--- config.mk ---
export PLATFORM = sky130hd
export DESIGN_NAME = ad7352_rx_flat
export DESIGN_NICKNAME = d
export VERILOG_FILES = /design/src/rtl/ad7352_rx_if.sv /design/src/rtl/ad7352_rx.sv /design/src/flat_wrapper.sv
export SDC_FILE = /design/constraint.sdc
export NUM_CORES = 1
export LEC_CHECK = 0
export ABC_AREA = 1
export BUFFER_PORTS_ARGS = -buffer_cell sky130_fd_sc_hd__buf_2
export CORE_ASPECT_RATIO = 0.7
export CORE_MARGIN = 1.5
export CORE_UTILIZATION = 40
export CTS_BUF_LIST = sky130_fd_sc_hd__clkbuf_8
export DETAILED_ROUTE_END_ITERATION = 10
export GPL_TIMING_DRIVEN = 0
export PLACE_DENSITY = 0.71
export SETUP_SLACK_MARGIN = 0.5
export SLEW_MARGIN = 0
export SYNTH_ARGS = -nofsm -noshare
export SYNTH_HDL_FRONTEND = slang
export SYNTH_SLANG_ARGS = --single-unit
--- constraint.sdc ---
create_clock -name clk -period 2.55 [get_ports clk]
set_clock_uncertainty 0.05 [all_clocks]
set_input_delay 0.255 -clock clk [delete_from_list [all_inputs] [get_ports clk]]
set_output_delay 0.255 -clock clk [all_outputs]
set_load 0.03 [all_outputs]
--- src/rtl/ad7352_rx_if.sv ---
// Pin and sample bus between the AD7352 pair and the receiver.
// The receiver owns ad_cs and the sample outputs; the ADC side drives the data lanes.
interface ad7352_rx_if;
    logic        ad_cs;
    logic [1:0]  ad_sdata_a;
    logic [1:0]  ad_sdata_b;
    logic [11:0] vcap;
    logic [11:0] icap;
    logic [11:0] vout;
    logic [11:0] iout;
    logic        valid;
    logic        frame_err;

    modport master (
        output ad_cs, vcap, icap, vout, iout, valid, frame_err,
        input  ad_sdata_a, ad_sdata_b
    );

    modport slave (
        input  ad_cs, vcap, icap, vout, iout, valid, frame_err,
        output ad_sdata_a, ad_sdata_b
    );
endinterface

--- src/rtl/ad7352_rx.sv ---
// Dual AD7352 receiver: continuous framed conversions, four 12-bit channels, one valid per frame.
// Optional leading-zero framing check enabled by defining ADC_RX_LEADZERO_CHECK_EN.
//
// state | meaning
// IDLE  | ad_cs high, waiting for run
// QUIET | ad_cs high, CS_HIGH_CYCLES quiet time between frames
// LEADZ | ad_cs low, leading-zero slot sampled on exit
// SHIFT | ad_cs low, 12 data bits shifted MSB first
// LOAD  | ad_cs low, first edge copies samples and pulses valid, second edge ends frame
module ad7352_rx #(
    parameter int CS_HIGH_CYCLES = 2
) (
    input  logic         clk,
    input  logic         reset,
    input  logic         run,
    ad7352_rx_if.master  bus
);
    localparam int QW = (CS_HIGH_CYCLES > 1) ? $clog2(CS_HIGH_CYCLES) : 1;
    localparam logic [QW-1:0] QUIET_LOAD = QW'(CS_HIGH_CYCLES - 1);

    typedef enum logic [2:0] {IDLE, QUIET, LEADZ, SHIFT, LOAD} state_t;

    state_t      state;
    logic [QW-1:0] q_cnt;
    logic [3:0]  bit_cnt;
    logic        load_done;
    logic        cs_r;
    logic        valid_r;
    logic        err_r;
    logic [11:0] sr_vcap, sr_icap, sr_vout, sr_iout;
    logic [11:0] vcap_r, icap_r, vout_r, iout_r;

    always_ff @(posedge clk or negedge reset) begin
        if (!reset) begin
            state     <= IDLE;
            q_cnt     <= '0;
            bit_cnt   <= '0;
            load_done <= 1'b0;
            cs_r      <= 1'b1;
            valid_r   <= 1'b0;
            err_r     <= 1'b0;
            sr_vcap   <= '0;
            sr_icap   <= '0;
            sr_vout   <= '0;
            sr_iout   <= '0;
            vcap_r    <= '0;
            icap_r    <= '0;
            vout_r    <= '0;
            iout_r    <= '0;
        end else begin
            valid_r <= 1'b0;
            case (state)
                IDLE: begin
                    cs_r <= 1'b1;
                    if (run) begin
                        state <= QUIET;
                        q_cnt <= QUIET_LOAD;
                    end
                end
                QUIET: begin
                    if (q_cnt == '0) begin
                        state <= LEADZ;
                        cs_r  <= 1'b0;
                    end else begin
                        q_cnt <= q_cnt - 1'b1;
                    end
                end
                LEADZ: begin
                    state   <= SHIFT;
                    bit_cnt <= 4'd11;
`ifdef ADC_RX_LEADZERO_CHECK_EN
                    if (|{bus.ad_sdata_a, bus.ad_sdata_b})
                        err_r <= 1'b1;
`endif
                end
                SHIFT: begin
                    sr_vout <= {sr_vout[10:0], bus.ad_sdata_a[1]};
                    sr_iout <= {sr_iout[10:0], bus.ad_sdata_a[0]};
                    sr_vcap <= {sr_vcap[10:0], bus.ad_sdata_b[1]};
                    sr_icap <= {sr_icap[10:0], bus.ad_sdata_b[0]};
                    if (bit_cnt == 4'd0) begin
                        state     <= LOAD;
                        load_done <= 1'b0;
                    end else begin
                        bit_cnt <= bit_cnt - 4'd1;
                    end
                end
                LOAD: begin
                    if (!load_done) begin
                        // All four channels land on the same edge so consumers never see a mixed set.
                        vcap_r    <= sr_vcap;
                        icap_r    <= sr_icap;
                        vout_r    <= sr_vout;
                        iout_r    <= sr_iout;
                        valid_r   <= 1'b1;
                        load_done <= 1'b1;
                    end else begin
                        cs_r <= 1'b1;
                        if (run) begin
                            state <= QUIET;
                            q_cnt <= QUIET_LOAD;
                        end else begin
                            state <= IDLE;
                        end
                    end
                end
                default: begin
                    state <= IDLE;
                    cs_r  <= 1'b1;
                end
            endcase
        end
    end

    assign bus.ad_cs     = cs_r;
    assign bus.valid     = valid_r;
    assign bus.frame_err = err_r;
    assign bus.vcap      = vcap_r;
    assign bus.icap      = icap_r;
    assign bus.vout      = vout_r;
    assign bus.iout      = iout_r;
endmodule
--- src/flat_wrapper.sv ---
// flat-port wrapper written by rule: the top's interface ports become plain ports
module ad7352_rx_flat 
#(
    parameter int CS_HIGH_CYCLES = 2
)
  (clk, reset, run, bus_ad_cs, bus_vcap, bus_icap, bus_vout, bus_iout, bus_valid, bus_frame_err, bus_ad_sdata_a, bus_ad_sdata_b);
  ad7352_rx_if bus_i ();
  input  logic clk;
  input  logic reset;
  input  logic run;
  output wire logic [$bits(bus_i.ad_cs)-1:0] bus_ad_cs;
  output wire logic [$bits(bus_i.vcap)-1:0] bus_vcap;
  output wire logic [$bits(bus_i.icap)-1:0] bus_icap;
  output wire logic [$bits(bus_i.vout)-1:0] bus_vout;
  output wire logic [$bits(bus_i.iout)-1:0] bus_iout;
  output wire logic [$bits(bus_i.valid)-1:0] bus_valid;
  output wire logic [$bits(bus_i.frame_err)-1:0] bus_frame_err;
  input wire logic [$bits(bus_i.ad_sdata_a)-1:0] bus_ad_sdata_a;
  input wire logic [$bits(bus_i.ad_sdata_b)-1:0] bus_ad_sdata_b;
  assign bus_ad_cs = bus_i.ad_cs;
  assign bus_vcap = bus_i.vcap;
  assign bus_icap = bus_i.icap;
  assign bus_vout = bus_i.vout;
  assign bus_iout = bus_i.iout;
  assign bus_valid = bus_i.valid;
  assign bus_frame_err = bus_i.frame_err;
  assign bus_i.ad_sdata_a = bus_ad_sdata_a;
  assign bus_i.ad_sdata_b = bus_ad_sdata_b;
  ad7352_rx #(.CS_HIGH_CYCLES(CS_HIGH_CYCLES)) u_core (.clk(clk), .reset(reset), .run(run), .bus(bus_i));
endmodule
==> results of run 1 <==
==> power groups by stage <==
stage | logic, mW | clock network (mW) | registers (mW)
floorplan | 1.00 | 0 | 2.84
global placement | 1.76 | 0 | 2.57
detailed placement | 1.83 | 0 | 2.59
CTS | 1.84 | 1.16 | 2.57
global route | 2.08 | 1.24 | 2.63
finish | 1.82 | 1.12 | 2.56
==> metrics by stage <==
step	power [mW]	hold slack, ns	cell area (um^2)	std cells
after floorplan	3.845	-0.09059	4123	430
after detailed placement	4.421	0.1765	4593	615
final	5.512	0.04540	4818	631
after CTS	5.572	0.02105	4818	631
after global placement	4.326	0.4122	4563	614
after global routing	5.951	0.03788	4818	631
==> sequential cells by signal, summed over array words and instances (netlist names), 3 cells and up <==
signal / flops
u_core.bus.vcap: 12
u_core.bit_cnt: 4
u_core.sr_icap: 12
u_core.sr_iout: 12
u_core.bus.vout: 12
u_core.sr_vout: 12
u_core.sr_vcap: 12
u_core.bus.iout: 12
u_core.bus.icap: 12
u_core.state: 3
==> routing by layer <==
metal / wire length [um] / share of wire
met1: 4179 / 0.50
met2: 3744 / 0.45
met3: 415 / 0.049
met4: 53 / 0.0063
met5: 0 / 0
==> layout by cell type, fill, tap and decap left out <==
cell type / netlist / routed
clkbuf_1: 12 / 12
nor2_4: 1 / 1
dfrtp_1: 106 / 106
dfstp_2: 1 / 1
nor3_1: 2 / 2
xor2_1: 1 / 1
nor2_2: 1 / 1
dlygate4sd3_1: 0 / 1
inv_1: 58 / 59
bufinv_16: 0 / 2
ha_1: 2 / 2
nand3_1: 9 / 9
nor2_1: 4 / 4
o21ai_1: 11 / 11
clkinv_2: 0 / 1
nand4_1: 1 / 1
clkbuf_8: 0 / 10
conb_1: 1 / 1
o21ai_0: 90 / 90
nand2_1: 117 / 117
nand3b_2: 1 / 1
buf_4: 5 / 6
buf_2: 1 / 56
buf_6: 3 / 3
a21oi_1: 1 / 1
o22ai_1: 1 / 1
nand2_2: 1 / 1
inv_6: 0 / 1
buf_16: 0 / 1
==> worst max path at each step <==
stage	start	to	slack, ns	cells after the start
after global placement	reset	u_core.bus.vout[3]	0.07	1
after floorplan	u_core.state[1]	u_core.bus.iout[5]	1.24	6
after detailed placement	u_core.state[0]	u_core.bus.vcap[8]	0.96	5
final	u_core.state[0]	u_core.state[0]	0.94	7
after global routing	u_core.state[1]	u_core.bus.vout[3]	0.78	5
after CTS	u_core.state[0]	u_core.bus.vcap[8]	0.95	5
==> logic make-up (layout without fill, tap and decap cells) <==
| logic type | count (synthesis) | in the layout | synth area share |
|---|---|---|---|
| AND/OR/NAND/NOR | 137 | 137 | 0.1335 |
| buffers and inverters | 79 | 152 | 0.08224 |
| XOR/XNOR | 1 | 1 | 0.002125 |
| flip-flops | 107 | 107 | 0.6498 |
| other | 1 | 1 | 0.0009096 |
| adder cells (fa/ha/maj) | 2 | 2 | 0.006069 |
| AO/OA/AOI/OAI | 103 | 103 | 0.1253 |
==> what timing repair did <==
item                                    in CTS  in global routing
hold buffers                                 1                  0
endpoints found under the setup margin       0                  0
hold endpoints to repair                    32                  0
==> final cells by class <==
cell class | instances | area [um^2] | area share
flip-flops and latches | 107 | 2679 | 0.5560
clock inverters | 5 | 77.57 | 0.01610
clock buffers | 10 | 137.6 | 0.02856
plain buffers | 21 | 121.4 | 0.02519
well taps | 128 | 160.2 | 0.03324
inverters | 58 | 217.7 | 0.04518
repair buffers | 58 | 320.3 | 0.06648
multi-input cells | 244 | 1105 | 0.2293
==> worst reg2reg max path, delay by kind of cell, from the launching register on <==
family	cells	cell delay, ns
and+or+nand+nor	6	0.77
buffers and inverters	1	0.23
DFF	1	0.46
==> summary.txt, run 1 <==
Max Clk Rate - 622.8 MHz
Sw Share - 0.3842
flop2flop setup slack - 0.94 ns
core footprint - 0.009872 mm^2
fin nets - 508
Slowest-stage cell, CP - dfrtp_1
synthesized flop and latch total - 107
filler cell count - 934
fin util - 0.4881
P_sw - 2.118 mW
Antenna diodes - 0
hold path start - bus_ad_sdata_a[0]
WL/cell - 13.30 um
die area - 0.01093 mm^2
largest net degree at the start of global routing - 76
final worst-path cycle share - 0.6296
status - completed
I/O Buffers - 56
P_int - 3.394 mW
Final Worst Setup Slack - 0.9444 ns
library cells used by synthesis - 23
share of cells above drive strength 1 - 0.1690
met3 global-route usage - 0.06109
M1 GR Usage - 0.2326
Clock Power Share - 0.204
antenna violations before repair - 0
syn_area_per_cell - 9.588 um^2
GR peak layer - met2
dpl hpwl - 5854 um
CTS sink cnt - 107
R2R Path End - u_core.state[0]
top cell type's share of synthesized area - 0.6434
CP bufs+invs - 1
Req. time, crit path - 2.76 ns
maxcap violations - 0
Seq pwr share - 0.465
Mapped Cells - 430
Cell Chain, Critical Path - nor2_2 > nand3b_2 > buf_6 > nand2_1 > nor2_1 > nand2_1 > nand2_1
Total GRT Usage - 0.1683
data arrival time of the worst path - 1.82 ns
1st-iter DRT viols - 190
worst vdd ir - 0.0004437 V
Final Setup Violations - 0
Warnings, synthesis - 1
Comb power frac - 0.331
remaining global-route overflow - 0
asr flop ratio synth - 1.000
worst-path maximum fanout - 10
Largest delay share family, worst path - simple AND/OR/NAND/NOR gates
Hold WC Path Type - primary input to flop
H-tree levels - 3
Clock Tree Buf Depth - 2
first-pass GRT wire length - 14520 um
drt first pass iters - 5
Die Ht - 87.94 um
RSZ-0062 raised after global routing - no
CP Capture Type - flop
Setup TNS Final - 0 ns
number of flops mapped to enable cells by yosys - 0
vias per cell - 4.737
Synth-to-Final Area Change - 16.87%
most frequent CP cell - nand2_1
DRC viols - 0
Post-Syn Nets - 439
final hold vios - 0
clock slew at reported path FFs - 0.09 ns
Routability Congestion - 0.8171
# IOs - 58
power per standard cell area - 1144 mW/mm^2
vias after detailed routing - 2989
most frequent cell after synthesis - nand2_1
fin. max-slew vios - 0
Yosys top cell by area - dfrtp_1
Top FF cell, synth - dfrtp_1
DP Worst Slack - 0.9626 ns
leakage power - 2.422 nW
vias in the first global route - 2998
CP Class - flop to flop
CTS tree - yes
hold-critical path endpoint - u_core.sr_iout[0]
root buf cell - clkbuf_8
worst r2r path cells - 7
reg2reg start - u_core.state[0]
M2 GR Usage - 0.2567
Num CTS Buffers - 9
Core Rows - 30
Largest stage delay, worst path - 0.46 ns
Tmin final - 1.606 ns
hold depth - 3
initial core utilization - 0.4176
Commonest cells post-synth - nand2_1 (117), dfrtp_1 (106), o21ai_0 (90)
sequential element share of the synthesized area - 0.6498
setup bufs post-CTS - 0
Mapped Area - 0.004123 mm^2
final wirelength - 8392 um
crit path launch type - flop
top cells by area, synth - dfrtp_1 (64%), o21ai_0 (11%), nand2_1 (11%)
die width - 124.3 um
worst skew pair latency - 0.37 ns
Final ANT Viol Nets - 0
post_cts resized - 0
No activity file was read; power rests on OpenSTA's default activity.
==> run 2, diff against run 1 <==
- ABC_AREA: 1 -> 0
- clock period: 2.55 -> 1.7 ns (I/O delays scaled with it)
==> run 2 against run 1 <==
Wire length fell by 1.0%. Power rose by 110%. Non-clock buffer count grew 48. Critical path type unchanged. Largest power group is now combinational logic.
==> summary.txt, run 2 <==
status - completed
library cells used by synthesis - 30
Req. time, crit path - 1.93 ns
Seq pwr share - 0.365
RSZ-0062 raised after global routing - yes
share of cells above drive strength 1 - 0.6598
worst skew pair latency - 0.37 ns
leakage power - 2.777 nW
Commonest cells post-synth - dfrtp_1 (106), mux2_2 (93), a21oi_1 (6), buf_2 (6), buf_4 (6)
Comb power frac - 0.470
Post-Syn Nets - 270
Sw Share - 0.3117
clock slew at reported path FFs - 0.10 ns
fin nets - 395
CP bufs+invs - 3
Seq. cell area - 0.002681 mm^2
Warnings, synthesis - 1
reg2reg start - u_core.state[2]
Mapped Cells - 261
Num CTS Buffers - 9
Setup TNS Final - 0 ns
DRC viols - 0
Clock Tree Buf Depth - 2
die area - 0.01101 mm^2
I/O Buffers - 56
data arrival time of the worst path - 1.76 ns
# IOs - 58
Final Setup Violations - 0
Synth-to-Final Area Change - 46.49%
multi-input logic area - 0.001638 mm^2
Core Rows - 30
CP Class - flop to flop
1st-iter DRT viols - 126
filler cell count - 763
top cells by area, synth - dfrtp_1 (64%), mux2_2 (25%), buf_4 (1.1%)
most frequent cells in the layout - dfrtp_1 (104), mux2_2 (54), mux2_4 (42)
Slowest-stage cell, CP - dfrtp_1
Final ANT Viol Nets - 0
Clock Power Share - 0.165
Largest stage delay, worst path - 0.38 ns
Top FF cell, synth - dfrtp_1
Antenna diodes - 0
Total GRT Usage - 0.1506
maxcap violations - 0
fin cells - 519
vias after detailed routing - 2554
syn_area_per_cell - 15.90 um^2
crit path launch type - flop
worst vdd ir - 0.0008412 V
sequential element share of the synthesized area - 0.6455
hold-critical path endpoint - u_core.state[0]
final worst-path cycle share - 0.9001
initial core utilization - 0.4204
synthesized flop and latch total - 107
asr flop ratio synth - 1.000
hold depth - 2
number of flops mapped to enable cells by yosys - 0
dpl hpwl - 4872 um
Hold WC Path Type - primary input to flop
P_int - 7.797 mW
die width - 124.7 um
final wirelength - 8307 um
Yosys top cell by area - dfrtp_1
hold path start - run
Max Clk Rate - 653.5 MHz
R2R Path End - u_core.bit_cnt[0]
Die Ht - 88.22 um
CTS sink cnt - 107
flop2flop setup slack - 0.17 ns
vias in the first global route - 2496
largest net degree at the start of global routing - 67
core footprint - 0.009872 mm^2
power per standard cell area - 1863 mW/mm^2
Tmin final - 1.530 ns
Routability Congestion - 0.7236
remaining global-route overflow - 0
antenna violations before repair - 0
Largest delay share family, worst path - simple AND/OR/NAND/NOR gates
worst-path maximum fanout - 4
first-pass GRT wire length - 12880 um
commonest non-fill, non-tap cell in the layout - dfrtp_1
P_sw - 3.531 mW
fin. max-slew vios - 0
Cell Chain, Critical Path - buf_6 > nand3b_4 > buf_12 > buf_8 > or3_1 > o21a_1
drt first pass iters - 4
DP Cell Count - 446
Mapped Area - 0.004150 mm^2
root buf cell - clkbuf_8
worst r2r path cells - 6
top cell type's share of synthesized area - 0.6391
CP Capture Type - flop
WL/cell - 16.01 um
vias per cell - 4.921
H-tree levels - 3
CTS tree - yes
most frequent cell after synthesis - dfrtp_1
final hold vios - 0
==> run 2: cell count changes after synthesis, sizes merged, moves of 5 or more <==
| cell | before | now |
|---|---|---|
| inv | 58 | 4 |
| nand3 | 9 | 1 |
| a21oi | 1 | 6 |
| clkbuf | 12 | 0 |
| o21ai | 101 | 4 |
| nand2 | 118 | 0 |
| mux2 | 0 | 96 |
==> run 2: logic make-up after synthesis <==
kind of cell	after synthesis	share of synthesized area
and+or+nand+nor	17	0.03015
buffers and inverters	17	0.02442
AOI/OAI and AO/OA	21	0.03256
other	1	0.0009036
adders and majority gates	2	0.006029
DFF	107	0.6455
muxes	96	0.2605
==> run 2: layout make-up <==
class | count | share of cell area
multi-input combinational | 137 | 0.2694
buffer | 13 | 0.02943
inverter | 4 | 0.002470
clock inverter | 7 | 0.02017
sequential | 107 | 0.4410
timing repair buffer | 114 | 0.1908
tap | 128 | 0.02634
clock buffer | 9 | 0.02037
==> run 2: worst reg2reg max path, stage by stage (launching register included) <==
cell and delay (ns):
dfrtp_1 0.38, buf_6 0.13, nand3b_4 0.17, buf_12 0.15, buf_8 0.12, or3_1 0.34
o21a_1 0.11
==> run 2: routing by layer <==
metal / vias to the layer above / routed length (um) / track usage
met5: - / 0 / 0
met4: 0 / 109 / 0.04493
met2: 55 / 3840 / 0.2363
met1: 1315 / 3877 / 0.1964
met3: 13 / 479 / 0.05985
li1: 1171 / - / -
==> run 2: worst max-delay path by stage <==
stage          depth (start not counted)  slack [ns]             start             endpoint
6_report                               6        0.17   u_core.state[2]    u_core.bit_cnt[0]
5_1_grt                                5        0.13  u_core.load_done  u_core.bus.iout[10]
4_1_cts                                5        0.14  u_core.load_done  u_core.bus.iout[10]
3_5_place_dp                           4        0.06  u_core.load_done   u_core.bus.icap[1]
3_3_place_gp                           1       -0.91             reset      u_core.state[1]
2_1_floorplan                          3        0.29   u_core.state[1]  u_core.bus.icap[10]
==> run 2: power groups by stage <==
stage	sequential, mW	clock [mW]	combinational, mW
floorplan	4.29	0	2.25
global placement	4.09	0	3.11
detailed placement	4.16	0	3.22
CTS	4.12	1.92	4.75
global route	4.26	2.03	5.68
finish	4.14	1.87	5.32
==> run 2: metrics by stage <==
| stage | hold slack, ns | power, mW | util | setup slack [ns] | instance area, um^2 |
|---|---|---|---|---|---|
| after global placement | 0.3532 | 7.201 | 0.4750 | -0.9142 | 4690 |
| final | 0.02492 | 11.33 | 0.6158 | 0.1698 | 6080 |
| after global routing | 0.01596 | 11.96 | 0.6158 | 0.1314 | 6080 |
| after floorplan | -0.1756 | 6.540 | - | 0.2893 | 4249 |
| after CTS | 0.008764 | 10.79 | 0.5573 | 0.1394 | 5502 |
| after detailed placement | 0.1500 | 7.382 | 0.4781 | 0.05967 | 4720 |
==> run 2: timing repair <==
action                                  CTS  global route
endpoints found under the setup margin  110           172
endpoints found under the hold margin    44             0
setup buffers                            21            24
resized for setup                        53           115
hold buffers                              5             0
pin swaps                                 8             5
gates cloned                              3             4
==> run 3, diff against run 2 <==
==> constraint.sdc (replaced) <==
create_clock -name clk -period 1.7 [get_ports clk]
set_clock_uncertainty 0.05 [all_clocks]
set_input_delay 0.34 -clock clk [delete_from_list [all_inputs] [get_ports clk]]
set_output_delay 0.34 -clock clk [all_outputs]
set_load 0.03 [all_outputs]
==> run 3 against run 2 <==
The run now ends with hold timing left. Sequential share of layout area is 0.85 points lower. Non-clock buffer count is 1 lower. Largest cell class unchanged. Wire length rose by 4.1%. Die area is the same.
==> summary.txt, run 3 (synthesis gave the netlist of run 2 again) <==
Final Worst Setup Slack - 0.1644 ns
Seq pwr share - 0.361
Antenna diodes - 0
maxcap violations - 0
final wirelength - 8645 um
Sw Share - 0.3131
most frequent cells in the layout - dfrtp_1 (104), buf_6 (60), mux2_2 (59)
Num CTS Buffers - 9
RSZ-0062 raised after global routing - yes
final hold vios - 40
P_sw - 3.606 mW
M1 GR Usage - 0.1999
Req. time, crit path - 1.91 ns
data arrival time of the worst path - 1.75 ns
CP bufs+invs - 2
core footprint - 0.009872 mm^2
CP Class - flop to flop
commonest non-fill, non-tap cell in the layout - dfrtp_1
Tmin final - 1.536 ns
fin. max-slew vios - 0
Largest stage delay, worst path - 0.39 ns
Slew @ Worst Pin - 0.5521 ns
Die Ht - 88.22 um
share of cells above drive strength 1 - 0.6718
Max-slew headroom - 0.6320
met3 global-route usage - 0.06167
Setup TNS Final - 0 ns
H-tree levels - 3
drt first pass iters - 4
Synth-to-Final Area Change - 49.38%
first-pass GRT wire length - 13490 um
GR peak layer - met2
Largest delay share family, worst path - flip-flops
CTS sink cnt - 107
vias in the first global route - 2629
dpl hpwl - 4872 um
remaining global-route overflow - 0
Final ANT Viol Nets - 0
P_int - 7.913 mW
hold slack - -0.1029 ns
Cell Chain, Critical Path - nand2b_4 > nor3_4 > buf_6 > clkbuf_16 > mux2_2
leakage power - 2.810 nW
I/O Buffers - 56
vias after detailed routing - 2548
1st-iter DRT viols - 105
WL/cell - 16.69 um
Clock Power Share - 0.162
Max Clk Rate - 651.2 MHz
# IOs - 58
Total GRT Usage - 0.1578
power per standard cell area - 1858 mW/mm^2
failing checks - hold timing
Final Setup Violations - 0
root buf cell - clkbuf_8
Comb power frac - 0.477
Clock Tree Buf Depth - 2
CTS tree - yes
fin nets - 394
clock slew at reported path FFs - 0.10 ns
worst-path maximum fanout - 6
worst vdd ir - 0.0008544 V
initial core utilization - 0.4204
antenna violations before repair - 0
Routability Congestion - 0.7236
Slowest-stage cell, CP - dfrtp_1
worst skew pair latency - 0.37 ns
DRC viols - 0
final worst-path cycle share - 0.9033
DP Worst Slack - 0.05967 ns
M2 GR Usage - 0.2547
status - finished, violations left
die area - 0.01101 mm^2
Total Power - 11.52 mW
CP Capture Type - flop
crit path launch type - flop
largest net degree at the start of global routing - 67
vias per cell - 4.919
Hold WC Path Type - primary input to async pin
die width - 124.7 um
Core Rows - 30
[run 3: cell count changes in the layout (fill, tap and decap cells not counted)]
| cell | delta |
|---|---|
| buf_12 | +1 |
| buf_6 | +28 |
| mux2_2 | +5 |
| o21ai_4 | +1 |
| mux2_4 | -5 |
| buf_2 | -13 |
| o21ai_2 | -1 |
| o31ai_2 | -1 |
| o31ai_4 | +1 |
| buf_4 | -5 |
| clkbuf_4 | -6 |
| buf_8 | -1 |
| dlygate4sd3_1 | -5 |
[run 3: worst reg2reg max path: stages, from the launching register on]
cell,delay (ns)
dfrtp_1,0.39
nand2b_4,0.16
nor3_4,0.14
buf_6,0.20
clkbuf_16,0.17
mux2_2,0.32
[run 3: final timing paths]
path,from,endpoint,slack (ns),cells past startpoint
min,reset,u_core.bus.vcap[8],-0.10,1
max reg2reg,u_core.load_done,u_core.bus.vout[10],0.16,5
max,u_core.load_done,u_core.bus.vout[10],0.16,5
max in group asynchronous,reset,u_core.sr_vout[1],1.01,2
min reg2reg,u_core.sr_vout[11],u_core.sr_vout[11],0.47,1
min in group clk,bus_ad_sdata_a[1],u_core.sr_vout[0],0.15,2
[run 3: power by group through the flow]
stage | combinational (mW) | clock, mW | sequential [mW]
floorplan | 2.25 | 0 | 4.29
global placement | 3.11 | 0 | 4.09
detailed placement | 3.22 | 0 | 4.16
CTS | 4.97 | 1.92 | 4.16
global route | 5.84 | 2.03 | 4.29
finish | 5.49 | 1.87 | 4.16
[run 3: area by class of cell]
cell class                 instances  area, um^2
multi-input combinational        137        1635
buffer                            13       183.9
inverter                           4       15.01
clock buffer                       9       123.9
clock inverter                     7       122.6
fill                             725        3672
timing repair buffer             113        1277
sequential                       107        2681
tap                              128       160.2
[run 3: timing repair]
action                                  4_1_cts  5_1_grt
pin swaps                                     8        5
resized for setup                           146       34
cloned                                        3        4
endpoints found under the setup margin      156      156
hold endpoints to repair                     40       40
buffers inserted                             31       18
[run 3: metrics by stage]
step | instances | utilization | hold WS (ns) | area, um^2
global placement | 445 | 0.4750 | 0.4346 | 4690
CTS | 496 | 0.5894 | -0.09700 | 5818
finish | 518 | 0.6280 | -0.1029 | 6200
floorplan | 261 | - | -0.005591 | 4249
global route | 518 | 0.6280 | -0.07424 | 6200
detailed placement | 446 | 0.4781 | 0.3200 | 4720
[run 3: layer usage]
| layer | up-vias | part of all wire |
|---|---|---|
| met5 | - | 0 |
| met4 | 0 | 0.013 |
| met3 | 12 | 0.055 |
| met2 | 51 | 0.47 |
| met1 | 1315 | 0.46 |
| li1 | 1170 | - |
